### src/rtl/mult_pkg.sv
// Shared types and constants for the sequential MULT/MULTU unit.
// Holds the FSM state enum, iteration count and product width.
package mult_pkg;

  typedef enum logic [1:0] {
    IDLE = 2'd0,
    RUN  = 2'd1,
    SIGN = 2'd2
  } mult_state_t;

  localparam int MULT_ITER = 32;
  localparam int PROD_W    = 64;

endpackage

### src/rtl/mult_negate64.sv
// Conditional two's-complement of a product-width value.
// Ports: neg (negate when 1), x (input), y (neg ? -x : x).
module mult_negate64
  import mult_pkg::*;
#(
  parameter int W = PROD_W
) (
  input  logic         neg,
  input  logic [W-1:0] x,
  output logic [W-1:0] y
);

  always_comb begin
    y = x;
    if (neg) y = (~x) + W'(1);
  end

endmodule

### src/rtl/mult_unit.sv
// Radix-2 shift-and-add multiplier for MULT/MULTU, 34-cycle latency.
// Ports: clk, reset (async high), start, Sign, A, B -> busy, done, HI, LO.
// Optional: MULT_EARLY_EXIT_EN ends RUN once the multiplier is exhausted.
module mult_unit
  import mult_pkg::*;
#(
  parameter int WIDTH = MULT_ITER
) (
  input  logic             clk,
  input  logic             reset,
  input  logic             start,
  input  logic             Sign,
  input  logic [WIDTH-1:0] A,
  input  logic [WIDTH-1:0] B,
  output logic             busy,
  output logic             done,
  output logic [WIDTH-1:0] HI,
  output logic [WIDTH-1:0] LO
);

  localparam int PW = 2 * WIDTH;
  localparam int CW = $clog2(WIDTH);
  localparam logic [CW-1:0] LAST = CW'(WIDTH - 1);

  mult_state_t     state;
  logic            neg;
  logic [PW-1:0]   mcand;
  logic [PW-1:0]   acc;
  logic [WIDTH-1:0] mplier;
  logic [CW-1:0]   cnt;

  logic [WIDTH-1:0] amag;
  logic [WIDTH-1:0] bmag;
  logic [PW-1:0]    prod;
  logic             fin;

  // 0x80000000 negates to itself, which is the correct unsigned magnitude
  always_comb begin
    amag = A;
    bmag = B;
    if (Sign && A[WIDTH-1]) amag = (~A) + WIDTH'(1);
    if (Sign && B[WIDTH-1]) bmag = (~B) + WIDTH'(1);
  end

  mult_negate64 #(.W(PW)) u_neg (
    .neg (neg),
    .x   (acc),
    .y   (prod)
  );

`ifdef MULT_EARLY_EXIT_EN
  // multiplier empty after this shift: no further adds can occur
  assign fin = (cnt == LAST) || (mplier[WIDTH-1:1] == '0);
`else
  assign fin = (cnt == LAST);
`endif

  always_ff @(posedge clk or posedge reset) begin
    if (reset) begin
      state  <= IDLE;
      neg    <= 1'b0;
      mcand  <= '0;
      acc    <= '0;
      mplier <= '0;
      cnt    <= '0;
      busy   <= 1'b0;
      done   <= 1'b0;
      HI     <= '0;
      LO     <= '0;
    end else begin
      done <= 1'b0;
      unique case (state)
        IDLE: begin
          if (start) begin
            neg    <= Sign & (A[WIDTH-1] ^ B[WIDTH-1]);
            mcand  <= {{WIDTH{1'b0}}, amag};
            mplier <= bmag;
            acc    <= '0;
            cnt    <= '0;
            busy   <= 1'b1;
            state  <= RUN;
          end
        end
        RUN: begin
          if (mplier[0]) acc <= acc + mcand;
          mcand  <= mcand << 1;
          mplier <= mplier >> 1;
          cnt    <= cnt + CW'(1);
          if (fin) state <= SIGN;
        end
        SIGN: begin
          {HI, LO} <= prod;
          done     <= 1'b1;
          busy     <= 1'b0;
          state    <= IDLE;
        end
        default: begin
          state <= IDLE;
          busy  <= 1'b0;
        end
      endcase
    end
  end

endmodule

### config.mk
export PLATFORM = sky130hd
export DESIGN_NAME = mult_unit
export DESIGN_NICKNAME = d
export VERILOG_FILES = /design/src/rtl/mult_pkg.sv /design/src/rtl/mult_negate64.sv /design/src/rtl/mult_unit.sv
export SDC_FILE = /design/constraint.sdc
export NUM_CORES = 1
export LEC_CHECK = 0
export ABC_AREA = 1
export CELL_PAD_IN_SITES_DETAIL_PLACEMENT = 0
export CELL_PAD_IN_SITES_GLOBAL_PLACEMENT = 1
export CORE_AREA = 3 3 211 213
export DETAILED_ROUTE_END_ITERATION = 7
export DIE_AREA = 0 0 214 216
export PLACE_DENSITY = 0.87
export SLEW_MARGIN = 20
export SYNTH_ARGS = -nofsm -noshare
export SYNTH_HDL_FRONTEND = slang
export SYNTH_SLANG_ARGS = --single-unit
export TNS_END_PERCENT = 30
### constraint.sdc
create_clock -name clk -period 9.24 [get_ports clk]
set_input_delay 1.386 -clock clk [delete_from_list [all_inputs] [get_ports clk]]
set_output_delay 1.386 -clock clk [all_outputs]
set_load 0.05 [all_outputs]
* Yosys cells after proc, flatten, opt, wreduce, memory -nomap -nowiden
Index checks and enable logic that the tools add are counted.
** Word-level totals
- Bits of input ports :: 68
- Logic and storage cells :: 54
- Register bits after elaboration :: 234
- Output and inout bits :: 66
** Operators by class
- Muxes and demuxes :: 18
- Bitwise gates (word level) :: 6
- Add/subtract/negate cells :: 5
- Equality and inequality tests :: 6
- Reduce and logical (&&, ||, !) cells :: 9
** Operators with widths (number)
- $mux 64 :: 4
- $pmux 64 s2 :: 2
- $mux 32 :: 3
- $add 32x1->32 const B :: 2
- $add 64x1->64 const B :: 1
- $add 64x64->64 :: 1
- $not 32->32 :: 2
- $not 64->64 :: 1
- $pmux 32 s2 :: 1
- $pmux 5 s2 :: 1
- $reduce_and 2->1 :: 4
- $ne 2x2->1 const B :: 3
- $add 5x1->5 const B :: 1
- $eq 5x5->1 const B :: 1
- $mux 5 :: 1
- $mux 2 :: 2
- $pmux 2 s2 :: 1
- $reduce_and 3->1 :: 1
- $eq 2x1->1 const B :: 1
- $eq 2x2->1 const B :: 1
- $logic_and 1x1->1 :: 2
- $logic_not 2->1 :: 1
- $mux 1 :: 2
- $pmux 1 s2 :: 1
- other kinds (4) :: 4

* Longest topological paths before layout
Gate-level depths: netlist of the first run.
- Depth in word-level cells :: 5
- Mapped depth :: 16
- Mapped depth without buffers :: 16

* Hierarchy
From an unflattened synthesis of the first run, not the netlist that was laid out.
** Second synthesis, totals
- Cell total of the unflattened synthesis :: 2987
- Area, all modules :: 18594.1 sq um
** Modules (own cells, without submodules)
- mult_unit :: times used 1, area an instance 16231.8 sq um, cells an instance 2501, sequential area each 5855.6 sq um
- mult_negate64 :: times used 1, area an instance 2362.3 sq um, cells an instance 486, sequential area each 0.0 sq um

* Least setup slack after synthesis of the first run
No wires, ideal clock.
- Path type :: input-to-reg
- From :: input A[0]
- To :: register mcand[30]
- Arrival time :: 2.564 ns
- Slack :: 6.555 ns
- Library setup time :: 0.121 ns
- Stages :: 10
- Buffers on the path :: 0
- Data required time :: 9.119 ns
- Path through :: inv_1 > ha_1 > nand4_1 > nor2_2 > nand2_2 > o21ai_4 > nand3_1 > xor2_1 > nand2_1 > nand2_1
** Between the ends
- Word-level cells in the longest chain between the ends :: 5
** Ends and longest elaborated chain
- from (decl) :: RTL line mult_unit.sv:13 : input logic [WIDTH-1:0] A,
- $not 32->32 :: RTL line mult_unit.sv:41 : if (Sign && A[WIDTH-1]) amag = (~A) + WIDTH'(1);
- $add 32x1->32 :: RTL line mult_unit.sv:41
- $mux 32 :: RTL line mult_unit.sv:41
- $mux 64 :: RTL line mult_unit.sv:74 : if (start) begin
- $pmux 64 s2 :: RTL line mult_unit.sv:72 : unique case (state)
- to (signal assigned) :: RTL line mult_unit.sv:76 : mcand <= {{WIDTH{1'b0}}, amag};
- to (signal assigned) :: RTL line mult_unit.sv:86 : mcand <= mcand << 1;
- to (decl) :: RTL line mult_unit.sv:27 : logic [PW-1:0] mcand;
No other way between the ends. The select of a mux whose other input is x is not followed.
A chain may end at the register's enable or synchronous reset.

* Worst setup path after layout of the first run
- From :: input start
- To :: register acc[2]
** Between the ends
- Word-level cells in the longest chain between the ends :: 2
** Ends and longest elaborated chain
- from (decl) :: RTL line mult_unit.sv:11 : input logic start,
- $ne 2x2->1 (no line)
- $reduce_and 3->1 (no line)
- to (signal assigned) :: RTL line mult_unit.sv:85 : if (mplier[0]) acc <= acc + mcand;
- to (decl) :: RTL line mult_unit.sv:28 : logic [PW-1:0] acc;
No other way between the ends.

==> results of run 1 <==
## routing by layer
metal	part of all wire	routed length, um
met5	0	0
met4	0.026	1632
met3	0.061	3822
met2	0.44	27380
met1	0.47	29320
## Yosys cell counts, types with 3 or more instances
master and instances:
nor2_1 274, inv_1 485, o22ai_1 37, nand2_2 9
a31oi_1 5, nand2_1 1024, or2_2 7, clkinv_1 3
nor4_1 6, nand3b_1 12, or2_1 8, nand3_2 7
inv_2 14, nor2_4 6, a22oi_1 56, nand4_1 30
nand3_1 213, buf_2 15, o31ai_1 7, clkbuf_1 40
buf_1 12, o21ai_0 109, dfrtp_1 234, nor2_2 20
ha_1 68, nor3_2 4, xor2_1 58, o21ai_1 45
nor3_1 18, o21bai_1 3, o211ai_1 4, a21oi_1 86
## cell type report
type | instances | area (sq um) | share of cell area
repair buffers | 144 | 1414 | 0.06637
well taps | 585 | 732.0 | 0.03436
flip-flops and latches | 234 | 5857 | 0.2749
clock inverters | 19 | 247.7 | 0.01163
inverters | 502 | 1892 | 0.08881
clock buffers | 33 | 749.5 | 0.03518
multi-input cells | 2140 | 10410 | 0.4887
## cell families after synthesis
family                     synth area share
AOI/OAI and AO/OA                    0.1153
xor gates and xnor gates            0.02855
adders and majority gates           0.04731
buffers and inverters                0.1175
DFF                                  0.3181
and+or+nand+nor                      0.3733
## worst max-delay path by stage
stage               startpoint  slack [ns]        end
floorplan                reset        1.44      HI[0]
global route              Sign        5.67  mcand[30]
global placement          Sign        5.30  mcand[30]
CTS                      start        5.90     acc[2]
finish                   start        5.88     acc[2]
detailed placement       start        5.29     acc[2]
## report_power, final
part	total, uW	internal, uW	switching, uW	leakage [uW]
clock network	1200	721	479	0.000479
registers	1840	1390	449	0.00299
logic	4110	1290	2820	0.00776
total	7140	3390	3750	0.0112
## critical path: stages
cell             delay [ns]
clkdlybuf4s50_1        0.46
nand2_1                0.08
nor2_2                 0.08
buf_4                  0.39
nor2_2                 0.07
buf_4                  0.32
inv_1                  0.73
o211ai_1               0.17
o21ai_0                0.13
## registers in the layout, summed over array words and instances (netlist names)
register and flops:
mplier 32, state 2, mcand 64, done 1, cnt 5, HI 32, busy 1, acc 64
LO 32, neg 1
## stage by stage
step	cell area (sq um)	setup WS, ns	power, uW	utilization
2_1_floorplan	18410	1.436	4590	-
3_3_place_gp	20300	5.297	5827	0.4735
3_5_place_dp	20300	5.292	5896	0.4735
4_1_cts	21300	5.901	7118	0.4967
5_1_grt	21300	5.674	7755	0.4967
6_report	21300	5.876	7142	0.4967
## cell usage in the layout (no fill, tap or decap), types with 6 or more instances in the layout
cell type	instances
nand2_1	1023
inv_1	484
nor2_1	273
dfrtp_1	233
nand3_1	213
clkdlybuf4s50_1	133
o21ai_0	109
a21oi_1	86
ha_1	68
xor2_1	58
a22oi_1	56
o21ai_1	45
o22ai_1	37
nand4_1	30
clkbuf_16	28
nor2_2	18
nor3_1	18
inv_2	14
nand3b_1	12
buf_4	11
nand2_2	10
nor2_4	9
or2_1	8
o31ai_1	7
or2_2	7
nand3_2	7
clkinv_2	7
nor4_1	6
==> impl_metrics.tcl, run 1 <==
set metrics [dict create \
    dp_hpwl_mm 49.33 \
    ys_ff_latch 234 \
    tightest_slew_ns 1.155 \
    dp.cells 3605 \
    dr.pass1.iters 5 \
    setup_violations 0 \
    die_h_um 216 \
    critPathKind "in -> reg" \
    met1_usage 0.3833 \
    io_buffers 133 \
    grt_overflow_total 0 \
    drt_iter0_markers 1503 \
    grt_antenna_before_repair 0 \
    clkSinkCount 234 \
    startpoint_type "primary input" \
    min_path_cells 2 \
    area_growth_pct 15.72 \
    synth_flop_cell "dfrtp_1" \
    fill_cells 4458 \
    synth_edf_count 0 \
    syn-num-nets 3081 \
    worstPathMaxFanout 35 \
    tns_ns 0 \
    syn_inst 2944 \
    vias 18710 \
    postCtsSetupBuffers 0 \
    drv_cap 0 \
    hp-class "reg -> reg" \
    htreeDepth 1 \
    start_util 0.4292 \
    core_area_sq_um 42890 \
    vdd_drop_max_mv 0.1569 \
    top_usage_layer "met2" \
    cts-root-buf "clkbuf_16" \
    gp_congestion 0.9462 \
    holdWs_ns 0.4799 \
    wl_per_cell_um 17.00 \
    min_from "HI[23]" \
    powerDensity_nw_per_um2 335.3 \
    grt_usage 0.2661 \
    worstReg2RegEnd "acc[2]" \
    cts.clk_slew.worst_paths_ns 0.06 \
    finalCritPeriodShare 0.3641 \
    avgSynthCellArea_sq_um 6.253 \
    yosysWarnings 0 \
    required_ns 9.72 \
    grt_pass1_wl_mm 98.36 \
    drive_gt1_frac 0.04557 \
    wl_mm 62.15 \
    diodes 0 \
    io_pins 134 \
    grt_pass1_vias 17940 \
    clk_latency_ns 0.58 \
    skew_ns 0.02591 \
    viasPerCell 5.116 \
    use_met3 0.02281 \
    yosysSeqAreaShare 0.3181 \
    netlist_top_cells_area "dfrtp_1 32%, nand2_1 21%, inv_1 9.9%, nand3_1 5.8%, nor2_1 5.6%" \
    row_count 76 \
    grt_max_degree 93 \
    status "complete, no violations" \
    slew_headroom 0.2289 \
    r2r_cells 9 \
    numCtsBuffers 28 \
    synth_top_area_cell "dfrtp_1" \
    synth_cell_type_count 50 \
    fp.dieW_um 214 \
    rsz0062_at_grt "no" \
    cp.arrival_ns 3.84 \
    finalMaxSlewViolations 0 \
    hold_end "HI[23]" \
    drtAntennaViolNets 0 \
    clock_path_buffers 3 \
    r2r_setup_slack_ns 5.92 \
    finalCriticalPeriod_ns 3.364 \
    grt_use_met2 0.4312 \
    cts_tree "yes" \
    drc 0 \
    stdcell_count 3657 \
    fmax_mhz 297.3 \
    fin_nets 3187 \
    die_area_sq_um 46220 \
    end_kind "flop" \
    timing.rr.start "state[1]" \
    cts_hold_buffers 0 \
    cts_resized 0 \
    leakagePower_uw 0.01123 \
    synth_largest_type_area_fraction 0.3181 \
    ys_async_sr_fraction 1.000 \
    syn_area_sq_um 18410 \
    finalHoldViolCount 0 \
]
Note: power is estimated with default switching activity, not from simulation.
==> run 2, diff against run 1 <==
==> constraint.sdc (replaced) <==
create_clock -name clk -period 3.4 [get_ports clk]
set_input_delay 0.51 -clock clk [delete_from_list [all_inputs] [get_ports clk]]
set_output_delay 0.51 -clock clk [all_outputs]
set_load 0.05 [all_outputs]
==> run 2 against run 1 <==
Effect of this change:
- flip-flop and latch count unchanged
- clock power rose to 2.7 times the previous value
- combinational power rose to 2.7 times the previous value
- non-clock buffer count up 11
- clock skew down 0.0063 ns
- final cell count up 0.30%
- sequential share of layout area down 0.089 points
- setup slack worse by 5.1 ns
- power rose to 2.7 times the previous value
- largest cell class unchanged
==> impl_metrics.tcl, run 2 (synthesized netlist as in run 1, its figures left out) <==
set metrics [dict create \
    cts-root-buf "clkbuf_16" \
    grt_pass1_vias 18250 \
    start_util 0.4292 \
    numCtsBuffers 29 \
    preCtsSetupSlack_ns 0.8541 \
    tightest_slew_ns 1.023 \
    clock_path_buffers 3 \
    cts_hold_buffers 0 \
    end_kind "flop" \
    grt_overflow_total 0 \
    layout_common_cells "1023 x nand2_1, 483 x inv_1, 273 x nor2_1" \
    worstReg2RegEnd "acc[19]" \
    m1WireLength_mm 28.99 \
    required_ns 3.82 \
    area_growth_pct 16.10 \
    cts_resized 0 \
    fp.dieW_um 214 \
    dp_hpwl_mm 50.69 \
    status "complete, no violations" \
    viasPerCell 5.129 \
    leakagePower_uw 0.01127 \
    cts.clk_slew.worst_paths_ns 0.06 \
    dr.pass1.iters 5 \
    wl_per_cell_um 17.20 \
    die_h_um 216 \
    clkSinkCount 234 \
    gp_congestion 0.9504 \
    p_total_uw 19460 \
    grt_pass1_wl_mm 100.1 \
    dr_wl_met2_mm 27.73 \
    core_area_sq_um 42890 \
    fin_nets 3199 \
    postCtsSetupBuffers 0 \
    timing.rr.start "acc[10]" \
    vias 18810 \
    drtAntennaViolNets 0 \
    finalMaxSlewViolations 0 \
    drive_gt1_frac 0.04833 \
    grt_max_degree 100 \
    hp-class "in -> async" \
    drv_cap 0 \
    final_common_cell "nand2_1" \
    r2r_cells 10 \
    drc 0 \
    slew_headroom 0.3140 \
    utilization 0.4983 \
    startpoint_type "flop" \
    reg.largest.list "acc (64), mcand (64)" \
    skew_ns 0.01960 \
    htreeDepth 1 \
    worstPathMaxFanout 5 \
    setup_violations 0 \
    fill_cells 4424 \
    diodes 0 \
    rsz0062_at_grt "no" \
    cp.arrival_ns 3.06 \
    wl_mm 63.09 \
    grt_antenna_before_repair 1 \
    finalCritPeriodShare 0.7742 \
    tns_ns 0 \
    finalCriticalPeriod_ns 2.632 \
    finalHoldViolCount 0 \
    wl_met3_mm 4.565 \
    grt_usage 0.2700 \
    powerDensity_nw_per_um2 910.4 \
    r2r_setup_slack_ns 0.77 \
    finalWorstSetupSlack_ns 0.7677 \
    io_pins 134 \
    critPathKind "reg -> reg" \
    row_count 76 \
    clk_latency_ns 0.57 \
    io_buffers 133 \
    fmax_mhz 379.9 \
    die_area_sq_um 46220 \
    drt_iter0_markers 1267 \
    cts_tree "yes" \
    routed.top_layer "met5" \
    vdd_drop_max_mv 0.7146 \
]
-- run 2: per-layer routing --
layer / global-route usage / up-vias
met5: 0 / -
met4: 0.07546 / 2
met3: 0.04449 / 92
met2: 0.4355 / 529
met1: 0.3761 / 8668
li1: - / 9522
-- run 2: where the power goes --
part | internal, uW | switching, uW
Sequential | 3770 | 1190
Clock | 1890 | 1290
Combinational | 3550 | 7770
Total | 9200 | 10300
-- run 2: final cells by class --
class	count	area, sq um	share of cell area
timing repair buffer	155	1521	0.07119
clock inverter	18	207.7	0.009719
multi-input combinational	2140	10410	0.4871
sequential	234	5857	0.2741
clock buffer	34	754.5	0.03530
tap	585	732.0	0.03425
inverter	502	1888	0.08835
-- run 2: how the worst max path moves through the flow --
stage / start / end / slack, ns / cells after the start
4_1_cts: acc[9] / acc[19] / 0.90 / 10
5_1_grt: mcand[0] / acc[62] / 0.67 / 15
2_1_floorplan: reset / HI[0] / -0.17 / 1
6_report: acc[10] / acc[19] / 0.77 / 10
3_5_place_dp: start / acc[4] / 0.85 / 7
3_3_place_gp: acc[10] / acc[19] / 0.84 / 10
-- run 2: worst max-delay path: stages, from the launching register on --
cell and delay (ns):
dfrtp_1 0.46, ha_1 0.41, nand2_1 0.13, nor2_1 0.41, nand2_1 0.22, nor2_1 0.14
nand2_1 0.06, nand3_1 0.25, a21oi_1 0.11, o21ai_1 0.18, o21ai_0 0.13
-- run 2: per-stage QoR --
stage               instances  area [sq um]  hold slack, ns
floorplan                2944         18410          0.4592
global placement         3616         20410          0.4634
detailed placement       3616         20410          0.4663
CTS                      3668         21370          0.2107
global route             3668         21370          0.2331
finish                   3668         21370          0.2369
==> run 3, diff against run 2 <==
--- a/config.mk
+++ b/config.mk
@@ -8,10 +8,10 @@
 export ABC_AREA = 1
 export CELL_PAD_IN_SITES_DETAIL_PLACEMENT = 0
 export CELL_PAD_IN_SITES_GLOBAL_PLACEMENT = 1
-export CORE_AREA = 3 3 211 213
+export CORE_AREA = 3 3 225 227
 export DETAILED_ROUTE_END_ITERATION = 7
-export DIE_AREA = 0 0 214 216
-export PLACE_DENSITY = 0.87
+export DIE_AREA = 0 0 228 230
+export PLACE_DENSITY = 0.81
 export SLEW_MARGIN = 20
 export SYNTH_ARGS = -nofsm -noshare
 export SYNTH_HDL_FRONTEND = slang
==> constraint.sdc (replaced) <==
create_clock -name clk -period 2.4 [get_ports clk]
set_input_delay 0.36 -clock clk [delete_from_list [all_inputs] [get_ports clk]]
set_output_delay 0.36 -clock clk [all_outputs]
set_load 0.05 [all_outputs]
==> run 3 against run 2 <==
Effect of this change:
- final cell count up 6.1%
- first-iteration DRC count grew 18%
- via count grew 3.4%
- sequential power is 34% higher
- fmax up 13%
==> impl_metrics.tcl, run 3 (synthesized netlist as in run 1, its figures left out) <==
set metrics [dict create \
    swShare 0.5029 \
    path_cells "ha_1, buf_4, nand2_1, nor2_1, nand2_1, nor4_1, nand2_1, nand2_1, nand2_1, nand3_1, nand2_1" \
    diodes 0 \
    r2r_setup_slack_ns 0.07 \
    worstPathMaxFanout 4 \
    utilization 0.4690 \
    drtAntennaViolNets 0 \
    grt_pass1_vias 18880 \
    reg.largest.list "acc (64), mcand (64)" \
    tightest_slew_ns 0.8456 \
    start_util 0.3768 \
    rsz0062_at_grt "yes" \
    powerDensity_nw_per_um2 1308 \
    grt_pass1_wl_mm 104.7 \
    drive_gt1_frac 0.1038 \
    timing.rr.start "acc[20]" \
    cts-root-buf "clkbuf_16" \
    numCtsBuffers 30 \
    end_kind "flop" \
    final_common_cell "nand2_1" \
    grt_usage 0.2493 \
    fp.dieW_um 228 \
    dr.pass1.iters 5 \
    tns_ns 0 \
    finalCriticalPeriod_ns 2.332 \
    drt_iter0_markers 1498 \
    drv_cap 0 \
    worstReg2RegEnd "acc[52]" \
    wl_per_cell_um 17.11 \
    finalMaxSlewViolations 0 \
    grt_overflow_total 0 \
    io_buffers 133 \
    clkPwrFrac 0.162 \
    die_h_um 230 \
    core_area_sq_um 48850 \
    required_ns 2.86 \
    switchingPower_uw 15070 \
    grt_antenna_before_repair 0 \
    fin_nets 3343 \
    status "complete, no violations" \
    finalCritPeriodShare 0.9716 \
    leakagePower_uw 0.01212 \
    preCtsSetupSlack_ns -0.02479 \
    setup_violations 0 \
    path_delay_family "simple AND/OR/NAND/NOR gates" \
    final_cell_area_sq_um 22910 \
    grt_max_degree 93 \
    dp_hpwl_mm 54.08 \
    cell_internal_pwr_uw 14890 \
    clk_latency_ns 0.59 \
    cts_hold_buffers 0 \
    clock_path_buffers 3 \
    fill_cells 5126 \
    skew_ns 0.02168 \
    die_area_sq_um 52440 \
    critPathKind "reg -> reg" \
    slew_headroom 0.4363 \
    finalWorstSetupSlack_ns 0.06818 \
    max_stage_delay_ns 0.44 \
    drc 0 \
    htreeDepth 1 \
    gp_congestion 0.9594 \
    p_comb_frac 0.615 \
    area_growth_pct 24.47 \
    io_pins 134 \
    vias 19440 \
    r2r_cells 11 \
    holdWs_ns 0.1867 \
    finalHoldViolCount 0 \
    vdd_drop_max_mv 0.7479 \
    clkSinkCount 234 \
    layout_common_cells "1011 x nand2_1, 483 x inv_1, 264 x nor2_1" \
    timing.critical_path.buf_inv 1 \
    cp.arrival_ns 2.79 \
    hp-class "in -> async" \
    viasPerCell 4.997 \
    crit_top_cell "nand2_1" \
    startpoint_type "flop" \
    cts_tree "yes" \
    placed_area_sq_um 21650 \
    fmax_mhz 428.9 \
    row_count 81 \
    p_seq_frac 0.222 \
    crit_slowest_cell "dfrtp_1" \
    cts.clk_slew.worst_paths_ns 0.06 \
    wl_mm 66.56 \
]
## run 3: metal layers
metal,track usage,part of all wire,up-vias
met5,0,0,-
met4,0.06117,0.023,0
met3,0.02007,0.050,80
met2,0.4115,0.45,531
met1,0.3546,0.47,9043
li1,-,-,9790
## run 3: area by class of cell
| cell class | instances | area, sq um | share of cell area |
|---|---|---|---|
| Tap cell | 664 | 830.8 | 0.03626 |
| Clock inverter | 10 | 162.7 | 0.007099 |
| Clock buffer | 43 | 890.9 | 0.03888 |
| Multi-Input combinational cell | 2140 | 10600 | 0.4625 |
| Sequential cell | 234 | 5857 | 0.2556 |
| Inverter | 502 | 1888 | 0.08240 |
| Timing Repair Buffer | 298 | 2686 | 0.1172 |
## run 3: how the worst max path moves through the flow
| stage | start | to | depth (start not counted) |
|---|---|---|---|
| 6_report | acc[20] | acc[52] | 11 |
| 5_1_grt | acc[17] | HI[20] | 10 |
| 4_1_cts | mcand[0] | acc[52] | 15 |
| 3_5_place_dp | mcand[0] | acc[50] | 14 |
| 3_3_place_gp | acc[47] | acc[60] | 10 |
| 2_1_floorplan | reset | HI[0] | 1 |
## run 3: power groups by stage
stage,sequential (uW),clock (uW),combinational (uW)
after floorplan,6660,0,11000
after global routing,6780,5090,20600
after detailed placement,6660,0,17900
after global placement,6610,0,17700
final,6650,4870,18400
after CTS,6600,4950,18000
## run 3: what timing repair did
item,CTS,global route
buffers inserted,0,3
gates cloned,0,0
setup endpoints to repair,7,38
pin swaps,0,3
resized for setup,6,43
## run 3: per-stage QoR
stage | power (uW) | cells
floorplan | 17670 | 2944
global placement | 24340 | 3835
detailed placement | 24590 | 3835
CTS | 29590 | 3888
global route | 32480 | 3891
finish | 29960 | 3891
